--- src/rtl/sdram_arbiter.sv ---
`default_nettype none
// +--------------------------------------------------------------------------+
// | Module   : sdram_arbiter                                                 |
// | Purpose  : Time-slotted arbiter sharing one SDRAM controller between     |
// |            video (0), CPU (1), DMA (2) and TS/tile fetch (3). One slot   |
// |            is PERIOD clocks; the grant decision is registered at the     |
// |            last clock of a slot so every sd_* output is valid at cnt==0. |
// | Ports    : clk, rst (async, active high)                                 |
// |            req/rnw/addr/wdata/bsel : per-client request bundle           |
// |            ack/rdy/rdata           : grant pulse, read-valid, read data  |
// |            sd_*                    : controller-side slot interface      |
// | Options  : SDRAM_ARB_REFRESH_SLOT_EN forces a refresh slot after at most |
// |            REF_SLOTS-1 consecutive access slots.                         |
// | Revision : 1.0 - initial release                                         |
// +--------------------------------------------------------------------------+
module sdram_arbiter #(
  parameter int PERIOD    = 8,
  parameter int INIT_HOLD = 4,
  parameter int REF_SLOTS = 16
) (
  input  logic        clk,
  input  logic        rst,
  input  logic [3:0]  req,
  input  logic [3:0]  rnw,
  input  logic [95:0] addr,
  input  logic [63:0] wdata,
  input  logic [7:0]  bsel,
  output logic [3:0]  ack,
  output logic [3:0]  rdy,
  output logic [15:0] rdata,
  output logic        sd_cyc,
  output logic        sd_req,
  output logic        sd_rnw,
  output logic [23:0] sd_a,
  output logic [15:0] sd_di,
  output logic [1:0]  sd_bsel,
  output logic        sd_curr_cpu,
  input  logic [15:0] sd_do
);

  localparam int CW = $clog2(PERIOD);
  localparam int HW = $clog2(INIT_HOLD + 2);
  localparam logic [CW-1:0] C_LAST = CW'(PERIOD - 1);
  localparam logic [HW-1:0] C_HOLD = HW'(INIT_HOLD);

  logic [CW-1:0] cnt_q, cnt_d;
  logic [HW-1:0] hold_q, hold_d;
  logic          rr_q, rr_d;           // 0: DMA favoured, 1: TS favoured
  logic          sd_cyc_q, sd_cyc_d;
  logic          sd_req_q, sd_req_d;
  logic          sd_rnw_q, sd_rnw_d;
  logic [23:0]   sd_a_q, sd_a_d;
  logic [15:0]   sd_di_q, sd_di_d;
  logic [1:0]    sd_bsel_q, sd_bsel_d;
  logic          sd_curr_cpu_q, sd_curr_cpu_d;
  logic [3:0]    ack_q, ack_d;
  logic [3:0]    rdy_q, rdy_d;
  logic [3:0]    rd_cur_q, rd_cur_d;   // read granted in the current slot
  logic [3:0]    rd_prev_q, rd_prev_d; // read granted in the previous slot

  logic          last;
  logic [HW-1:0] hold_next;
  logic [3:0]    gnt;
  logic [3:0]    gnt_eff;
  logic [3:0]    rnw_eff;
  logic          force_ref;

  assign rdata   = sd_do;
  // Video and TS fetch are read-only; their rnw bits are ignored.
  assign rnw_eff = rnw | 4'b1001;

  // Fixed priority video > CPU, then DMA/TS by round robin.
  always_comb begin
    gnt = 4'b0000;
    if (req[0])                         gnt = 4'b0001;
    else if (req[1])                    gnt = 4'b0010;
    else if (req[2] && (!rr_q || !req[3])) gnt = 4'b0100;
    else if (req[3])                    gnt = 4'b1000;
  end

`ifdef SDRAM_ARB_REFRESH_SLOT_EN
  localparam int RW = $clog2(REF_SLOTS + 1);
  logic [RW-1:0] ref_cnt_q, ref_cnt_d;

  assign force_ref = (ref_cnt_q == RW'(REF_SLOTS - 1));

  always_comb begin
    ref_cnt_d = ref_cnt_q;
    // Counts access slots since the last refresh slot; only slots that
    // actually issue cyc are counted, hold slots are ignored.
    if (last && (hold_next == '0)) begin
      if (|gnt_eff) ref_cnt_d = ref_cnt_q + RW'(1);
      else          ref_cnt_d = '0;
    end
  end

  always_ff @(posedge clk or posedge rst) begin
    if (rst) ref_cnt_q <= '0;
    else     ref_cnt_q <= ref_cnt_d;
  end
`else
  // A zero refresh budget degenerates to refresh in every slot.
  assign force_ref = (REF_SLOTS < 1);
`endif

  assign last      = (cnt_q == C_LAST);
  assign hold_next = (hold_q != '0) ? hold_q - HW'(1) : hold_q;
  assign gnt_eff   = force_ref ? 4'b0000 : gnt;

  always_comb begin
    cnt_d         = last ? '0 : cnt_q + CW'(1);
    hold_d        = hold_q;
    rr_d          = rr_q;
    sd_cyc_d      = 1'b0;
    sd_req_d      = sd_req_q;
    sd_rnw_d      = sd_rnw_q;
    sd_a_d        = sd_a_q;
    sd_di_d       = sd_di_q;
    sd_bsel_d     = sd_bsel_q;
    sd_curr_cpu_d = sd_curr_cpu_q;
    ack_d         = 4'b0000;
    rdy_d         = 4'b0000;
    rd_cur_d      = rd_cur_q;
    rd_prev_d     = rd_prev_q;

    // Previous slot's read data appears one clock after cnt==0.
    if (cnt_q == '0) rdy_d = rd_prev_q;

    if (last) begin
      hold_d    = hold_next;
      rd_prev_d = rd_cur_q;
      rd_cur_d  = 4'b0000;
      if (hold_next == '0) begin
        sd_cyc_d      = 1'b1;
        sd_req_d      = |gnt_eff;
        sd_curr_cpu_d = gnt_eff[1];
        ack_d         = gnt_eff;
        for (int n = 0; n < 4; n++) begin
          if (gnt_eff[n]) begin
            sd_rnw_d  = rnw_eff[n];
            sd_a_d    = addr[24*n +: 24];
            sd_di_d   = wdata[16*n +: 16];
            sd_bsel_d = bsel[2*n +: 2];
          end
        end
        rd_cur_d = gnt_eff & rnw_eff;
        // Pointer moves to the client that was not just served.
        if (gnt_eff[2]) rr_d = 1'b1;
        if (gnt_eff[3]) rr_d = 1'b0;
      end else begin
        sd_req_d      = 1'b0;
        sd_curr_cpu_d = 1'b0;
      end
    end
  end

  always_ff @(posedge clk or posedge rst) begin
    if (rst) begin
      cnt_q         <= '0;
      hold_q        <= C_HOLD;
      rr_q          <= 1'b0;
      sd_cyc_q      <= 1'b0;
      sd_req_q      <= 1'b0;
      sd_rnw_q      <= 1'b1;
      sd_a_q        <= '0;
      sd_di_q       <= '0;
      sd_bsel_q     <= '0;
      sd_curr_cpu_q <= 1'b0;
      ack_q         <= '0;
      rdy_q         <= '0;
      rd_cur_q      <= '0;
      rd_prev_q     <= '0;
    end else begin
      cnt_q         <= cnt_d;
      hold_q        <= hold_d;
      rr_q          <= rr_d;
      sd_cyc_q      <= sd_cyc_d;
      sd_req_q      <= sd_req_d;
      sd_rnw_q      <= sd_rnw_d;
      sd_a_q        <= sd_a_d;
      sd_di_q       <= sd_di_d;
      sd_bsel_q     <= sd_bsel_d;
      sd_curr_cpu_q <= sd_curr_cpu_d;
      ack_q         <= ack_d;
      rdy_q         <= rdy_d;
      rd_cur_q      <= rd_cur_d;
      rd_prev_q     <= rd_prev_d;
    end
  end

  assign sd_cyc      = sd_cyc_q;
  assign sd_req      = sd_req_q;
  assign sd_rnw      = sd_rnw_q;
  assign sd_a        = sd_a_q;
  assign sd_di       = sd_di_q;
  assign sd_bsel     = sd_bsel_q;
  assign sd_curr_cpu = sd_curr_cpu_q;
  assign ack         = ack_q;
  assign rdy         = rdy_q;

endmodule
`default_nettype wire
--- config.mk ---
export PLATFORM = sky130hd
export DESIGN_NAME = sdram_arbiter
export DESIGN_NICKNAME = d
export VERILOG_FILES = /design/src/rtl/sdram_arbiter.sv
export SDC_FILE = /design/constraint.sdc
export NUM_CORES = 1
export LEC_CHECK = 0
export BUFFER_PORTS_ARGS = -buffer_cell sky130_fd_sc_hd__clkbuf_2
export CAP_MARGIN = 20
export CORE_ASPECT_RATIO = 1.5
export CORE_MARGIN = 2
export CORE_UTILIZATION = 40
export CTS_BUF_LIST = sky130_fd_sc_hd__clkbuf_4
export DETAILED_ROUTE_END_ITERATION = 10
export PLACE_DENSITY = 0.77
export SKIP_CTS_REPAIR_TIMING = 1
export SLEW_MARGIN = 10
export SYNTH_ARGS = -nofsm -noshare
export SYNTH_HDL_FRONTEND = slang
export SYNTH_SLANG_ARGS = --single-unit
--- constraint.sdc ---
create_clock -name clk -period 2.45 [get_ports clk]
set_input_delay 0.735 -clock clk [delete_from_list [all_inputs] [get_ports clk]]
set_output_delay 0.735 -clock clk [all_outputs]
set_load 0.02 [all_outputs]
==> impl_metrics.tcl, run 1 <==
set metrics [dict create \
    holdWs_ns 0.359 \
    dp.cells 920 \
    dr_total_vias 5513 \
    numCtsBuffers 9 \
    syn_nets 788 \
    worstPathRequired_ns 2.83 \
    ys_seq_elements 69 \
    gr-total-overflow 0 \
    p_per_area_nw_per_um2 470 \
    drv_slew 0 \
    slew_headroom_pct 56.8 \
    fmax_mhz 452 \
    clk_pin_slew_worst_paths_ns 0.14 \
    grt_pass1_wl_um 27700 \
    syn_inst 588 \
    grt_max_degree 70 \
    die_area_um2 14300 \
    htreeDepth 3 \
    vias_per_cell 5.88 \
    period_share_pct 90.2 \
    clock_latency_ns 0.44 \
    ys_seq_area_share_pct 32.5 \
    finalHoldViolCount 0 \
    gp_congestion 0.910 \
    max_stage_delay_ns 0.44 \
    synth_warnings 0 \
    p_leak_nw 3.44 \
    drv_cap 0 \
    worst_pin_slew_ns 0.649 \
    final_util_pct 51.2 \
    slowest_stage "dfrtp_1" \
    synthFlopType "dfrtp_1" \
    start_util_pct 40.9 \
    die_x_um 98.2 \
    root_buffer "clkbuf_4" \
    layout-drive-gt1-share_pct 41.3 \
    crit_top_cell "ha_1" \
    die-height_um 145 \
    core-area_um2 13000 \
    cts_tree "yes" \
    path_class "reg2reg" \
    cts.path.max_buffers 2 \
    ant_nets 0 \
    syn_area_per_cell_um2 9.05 \
    hp-class "in2async" \
    io_pins 264 \
    rsz0062_at_grt "no" \
    worstPathMaxFanout 51 \
    setup-violations-final 0 \
    postLayoutCellArea_um2 6660 \
    drt_iter0_markers 283 \
    place_area_um2 6510 \
    vdd.ir_drop.worst_v 0.000212 \
    drtPass1Iterations 5 \
    cts_sinks 69 \
    start_kind "flip-flop" \
    syn2layout_area_growth_pct 25.2 \
    io_buffers 229 \
    grt_pass1_vias 5399 \
    fin_nets 972 \
    syn-cell-area_um2 5320 \
    async_flop_share_pct 100 \
    drc 0 \
    place_hpwl_um 12700 \
    tns_ns 0 \
    period_needed_ns 2.21 \
    setup.worst_path.end_class "flip-flop" \
    worst-endpoint-arrival_ns 2.59 \
    path_cells "inv_1 -> ha_1 -> ha_1 -> or3b_4 -> a221oi_4 -> buf_12 -> o221ai_1 -> o21ai_1" \
    synth.distinct_cells 35 \
    antenna_found_initial 1 \
    synth-edff-count 0 \
    rows 51 \
    finClkSkew_ns 0.0211 \
    track_usage_pct 24.2 \
    status "completed" \
    routed_wirelength_um 17600 \
    instances_no_fill 937 \
    wire_per_inst_um 18.8 \
]
==> Yosys cell counts, drive strengths merged (2+ instances only) <==
cell type / instances / area share, %
nor2b: 2 / 0.24
and3b: 42 / 6.9
a21o: 3 / 0.42
dfrtp: 67 / 31
a311oi: 42 / 6.9
a211o: 42 / 6.9
a21oi: 43 / 4.0
a31oi: 43 / 5.1
ha: 6 / 1.4
dfstp: 2 / 0.99
nand2: 3 / 0.21
buf: 40 / 5.2
and2: 5 / 0.59
o32ai: 2 / 0.33
o21ai: 3 / 0.28
nor2: 48 / 3.4
mux2: 46 / 9.7
a22o: 42 / 6.9
inv: 56 / 3.9
clkbuf: 38 / 2.7
nand2b: 4 / 0.47
==> flip-flops by register name (all words and copies together) (netlist names) <==
signal and count:
sd_a 24, sd_di 16, ack 4, rd_cur_q 4, rd_prev_q 4, rdy 4, cnt_q 3, hold_q 3
sd_bsel 2, rr_q 1, sd_curr_cpu 1, sd_cyc 1, sd_req 1, sd_rnw 1
==> placed cells by master (no fill, tap or decap), types with 2 or more instances in the layout <==
cell type	synthesis	final
o32ai_1	2	2
nand2_1	3	3
clkbuf_4	0	9
dfstp_2	2	2
clkinvlp_4	0	2
o21ai_0	2	2
and3b_1	42	42
a311oi_1	42	42
buf_4	19	16
inv_1	56	55
dfrtp_1	67	67
nor2_1	48	47
mux2_2	45	45
a21o_1	3	3
clkbuf_2	0	227
a22o_1	42	42
a21oi_1	43	43
nand2b_2	0	2
a31oi_1	43	43
nor2b_1	2	2
ha_1	6	6
inv_6	0	4
buf_2	14	2
buf_12	0	6
and2_1	5	5
a211o_1	42	42
nand2b_1	4	2
==> area by class of cell <==
| class | count | area (um2) |
|---|---|---|
| fillers | 1295 | 6360 |
| multi-input cells | 385 | 2990 |
| flip-flops and latches | 69 | 1730 |
| repair buffers | 251 | 1390 |
| inverters | 56 | 214 |
| well taps | 159 | 199 |
| clock inverters | 7 | 77.6 |
| clock buffers | 9 | 67.6 |
| diodes | 1 | 2.50 |
==> path summary, 6_finish.rpt <==
path | start | end | slack (ns) | depth (start not counted)
min in group clk | cnt_q[0] | cnt_q[0] | 0.46 | 1
worst min register to register | cnt_q[0] | cnt_q[0] | 0.46 | 1
max in group asynchronous | rst | sd_di[6] | 1.77 | 3
worst max register to register | hold_q[0] | sd_rnw | 0.24 | 8
worst min-delay path | rst | sd_a[6] | 0.36 | 3
worst max-delay path | hold_q[0] | sd_rnw | 0.24 | 8
==> through the flow <==
step / setup slack [ns] / power [W]
2_1_floorplan: 0.396 / 0.00196
3_3_place_gp: 0.292 / 0.00233
3_5_place_dp: 0.236 / 0.00235
4_1_cts: 0.218 / 0.00317
5_1_grt: 0.0838 / 0.00332
6_report: 0.240 / 0.00313
==> logic make-up (layout without fill, tap and decap cells) <==
logic type      Yosys count  in the layout  synth area share [%]
compound gates          223            223                  31.7
mux                      46             46                  9.73
fa+ha+maj                 6              6                  1.41
xor+xnor                  1              1                 0.165
flops                    69             69                  32.5
buf+inv                 134            323                  11.8
simple gates            109            109                  12.7
other cells               0              1                     0
==> per-layer routing <==
layer	track usage, %	part of all wire (%)	up-vias
met1	28.2	39	2633
met5	0	0	-
met2	42.7	52	253
met3	3.90	5.9	55
li1	-	-	2572
met4	11.4	3.8	0
==> critical path: cells and delay by family (launching register included) <==
kind / cells / cell delay (ns)
compound gates: 3 / 0.65
flops: 1 / 0.44
simple gates: 1 / 0.40
buf+inv: 2 / 0.34
fa+ha+maj: 2 / 0.33
==> where the power goes <==
part           total, W  switching [W]  internal [W]
Combinational   0.00104       0.000578      0.000459
Sequential      0.00129      0.0000568       0.00124
Clock          0.000800       0.000477      0.000323
No activity file was read; power rests on OpenSTA's default activity.
==> run 2: changes to the inputs <==
- PLACE_DENSITY: 0.77 -> 0.74
- clock period: 2.45 -> 2.4 ns (I/O delays scaled with it)
==> impl_metrics.tcl, run 2 (synthesized netlist as in run 1, its figures left out) <==
set metrics [dict create \
    status "completed" \
    worst_pin_slew_ns 0.580 \
    clock_latency_ns 0.43 \
    vdd.ir_drop.worst_v 0.000225 \
    drv_cap 0 \
    core-area_um2 13000 \
    layout-drive-gt1-share_pct 41.8 \
    tns_ns 0 \
    hp-class "in2async" \
    fmax_mhz 449 \
    drtPass1Iterations 5 \
    die-height_um 145 \
    routed_wirelength_um 17600 \
    grt_pass1_wl_um 27300 \
    clkPwrFrac_pct 24.8 \
    grt_pass1_vias 5468 \
    ant_nets 0 \
    rows 51 \
    rr_startpoint "hold_q[0]" \
    finClkSkew_ns 0.0250 \
    slew_headroom_pct 61.3 \
    place_hpwl_um 12400 \
    largest_reg_flops 24 \
    intPower_w 0.00199 \
    cts_sinks 69 \
    path_class "reg2reg" \
    switching_power_w 0.00118 \
    gp_congestion 0.867 \
    seqPwrFrac_pct 41.5 \
    die_x_um 98.2 \
    die_area_um2 14300 \
    postLayoutCellArea_um2 6730 \
    setup.worst_path.end_class "flip-flop" \
    period_needed_ns 2.23 \
    most-common-layout-cells "227 x clkbuf_2, 67 x dfrtp_1, 55 x inv_1, 47 x nor2_1, 45 x mux2_2" \
    drt_iter0_markers 297 \
    dp.cells 923 \
    worstPathRequired_ns 2.75 \
    numCtsBuffers 9 \
    grt_max_degree 70 \
    io_buffers 229 \
    crit_start "hold_q[0]" \
    period_share_pct 92.9 \
    start_kind "flip-flop" \
    start_util_pct 40.9 \
    vias_per_cell 5.79 \
    worstPathMaxFanout 43 \
    root_buffer "clkbuf_4" \
    dr_total_vias 5459 \
    drc 0 \
    combPwrFrac_pct 33.7 \
    gr-total-overflow 0 \
    p_leak_nw 3.48 \
    clk_pin_slew_worst_paths_ns 0.16 \
    fin_ws_ns 0.171 \
    pre_cts_ws_ns 0.206 \
    final_common_cell "clkbuf_2" \
    place_area_um2 6550 \
    instances_no_fill 943 \
    antenna_found_initial 1 \
    setup-violations-final 0 \
    drv_slew 0 \
    worst-endpoint-arrival_ns 2.58 \
    switching_share_pct 37.2 \
    rsz0062_at_grt "no" \
    io_pins 264 \
    syn2layout_area_growth_pct 26.4 \
    wire_per_inst_um 18.6 \
    cts.path.max_buffers 2 \
    p_per_area_nw_per_um2 472 \
    cts_tree "yes" \
    track_usage_pct 23.5 \
    fin_nets 978 \
    htreeDepth 3 \
    finalHoldViolCount 0 \
]
[run 2: cell types whose count changed in the layout (fill, tap and decap cells not counted), sizes merged]
cell / change
buf: +5
clkinvlp: -1
clkbuf: +1
bufinv: -1
inv: +2
[run 2: area by class of cell]
| class | count | area, um2 |
|---|---|---|
| Fill cell | 1304 | 6290 |
| Multi-Input combinational cell | 385 | 2990 |
| Sequential cell | 69 | 1730 |
| Timing Repair Buffer | 257 | 1460 |
| Inverter | 56 | 214 |
| Tap cell | 159 | 199 |
| Clock inverter | 7 | 71.3 |
| Clock buffer | 9 | 67.6 |
| Antenna cell | 1 | 2.50 |
[run 2: final timing paths]
kind / endpoint / slack [ns] / depth (start not counted)
setup / recovery: sd_di[4] / 0.17 / 9
hold / removal: sd_a[4] / 0.33 / 3
setup reg to reg: sd_di[4] / 0.17 / 9
hold reg to reg: cnt_q[0] / 0.47 / 1
max in group asynchronous: sd_di[8] / 1.71 / 3
min in group clk: cnt_q[0] / 0.47 / 1
[run 2: worst max-delay path, stage by stage, from the launching register on]
cell and delay [ns]:
dfrtp_1 0.44, inv_1 0.07, ha_1 0.16, ha_1 0.18
or3b_4 0.40, a221oi_4 0.28, buf_4 0.19, buf_12 0.20
nor2_1 0.06, a31oi_1 0.13
[run 2: per-layer routing]
layer	GRT usage (%)	up-vias	part of all wire (%)
li1	-	2575	-
met1	27.3	2610	40
met2	41.8	227	52
met3	3.90	47	5.7
met4	10.3	0	2.8
met5	0	-	0
[run 2: metrics by stage]
| step | power, W | util [%] | hold slack, ns |
|---|---|---|---|
| global placement | 0.00239 | 50.3 | 0.449 |
| detailed placement | 0.00240 | 50.3 | 0.457 |
| floorplan | 0.00201 | - | 0.424 |
| global route | 0.00335 | 51.7 | 0.331 |
| finish | 0.00317 | 51.7 | 0.330 |
| CTS | 0.00320 | 51.4 | 0.331 |
[run 2: power by group through the flow]
| stage | registers [W] | clock network, W | logic, W |
|---|---|---|---|
| after CTS | 0.00132 | 0.000814 | 0.00107 |
| after global routing | 0.00133 | 0.000870 | 0.00115 |
| after global placement | 0.00134 | 0 | 0.00105 |
| final | 0.00132 | 0.000788 | 0.00107 |
| after detailed placement | 0.00134 | 0 | 0.00106 |
| after floorplan | 0.00146 | 0 | 0.000551 |
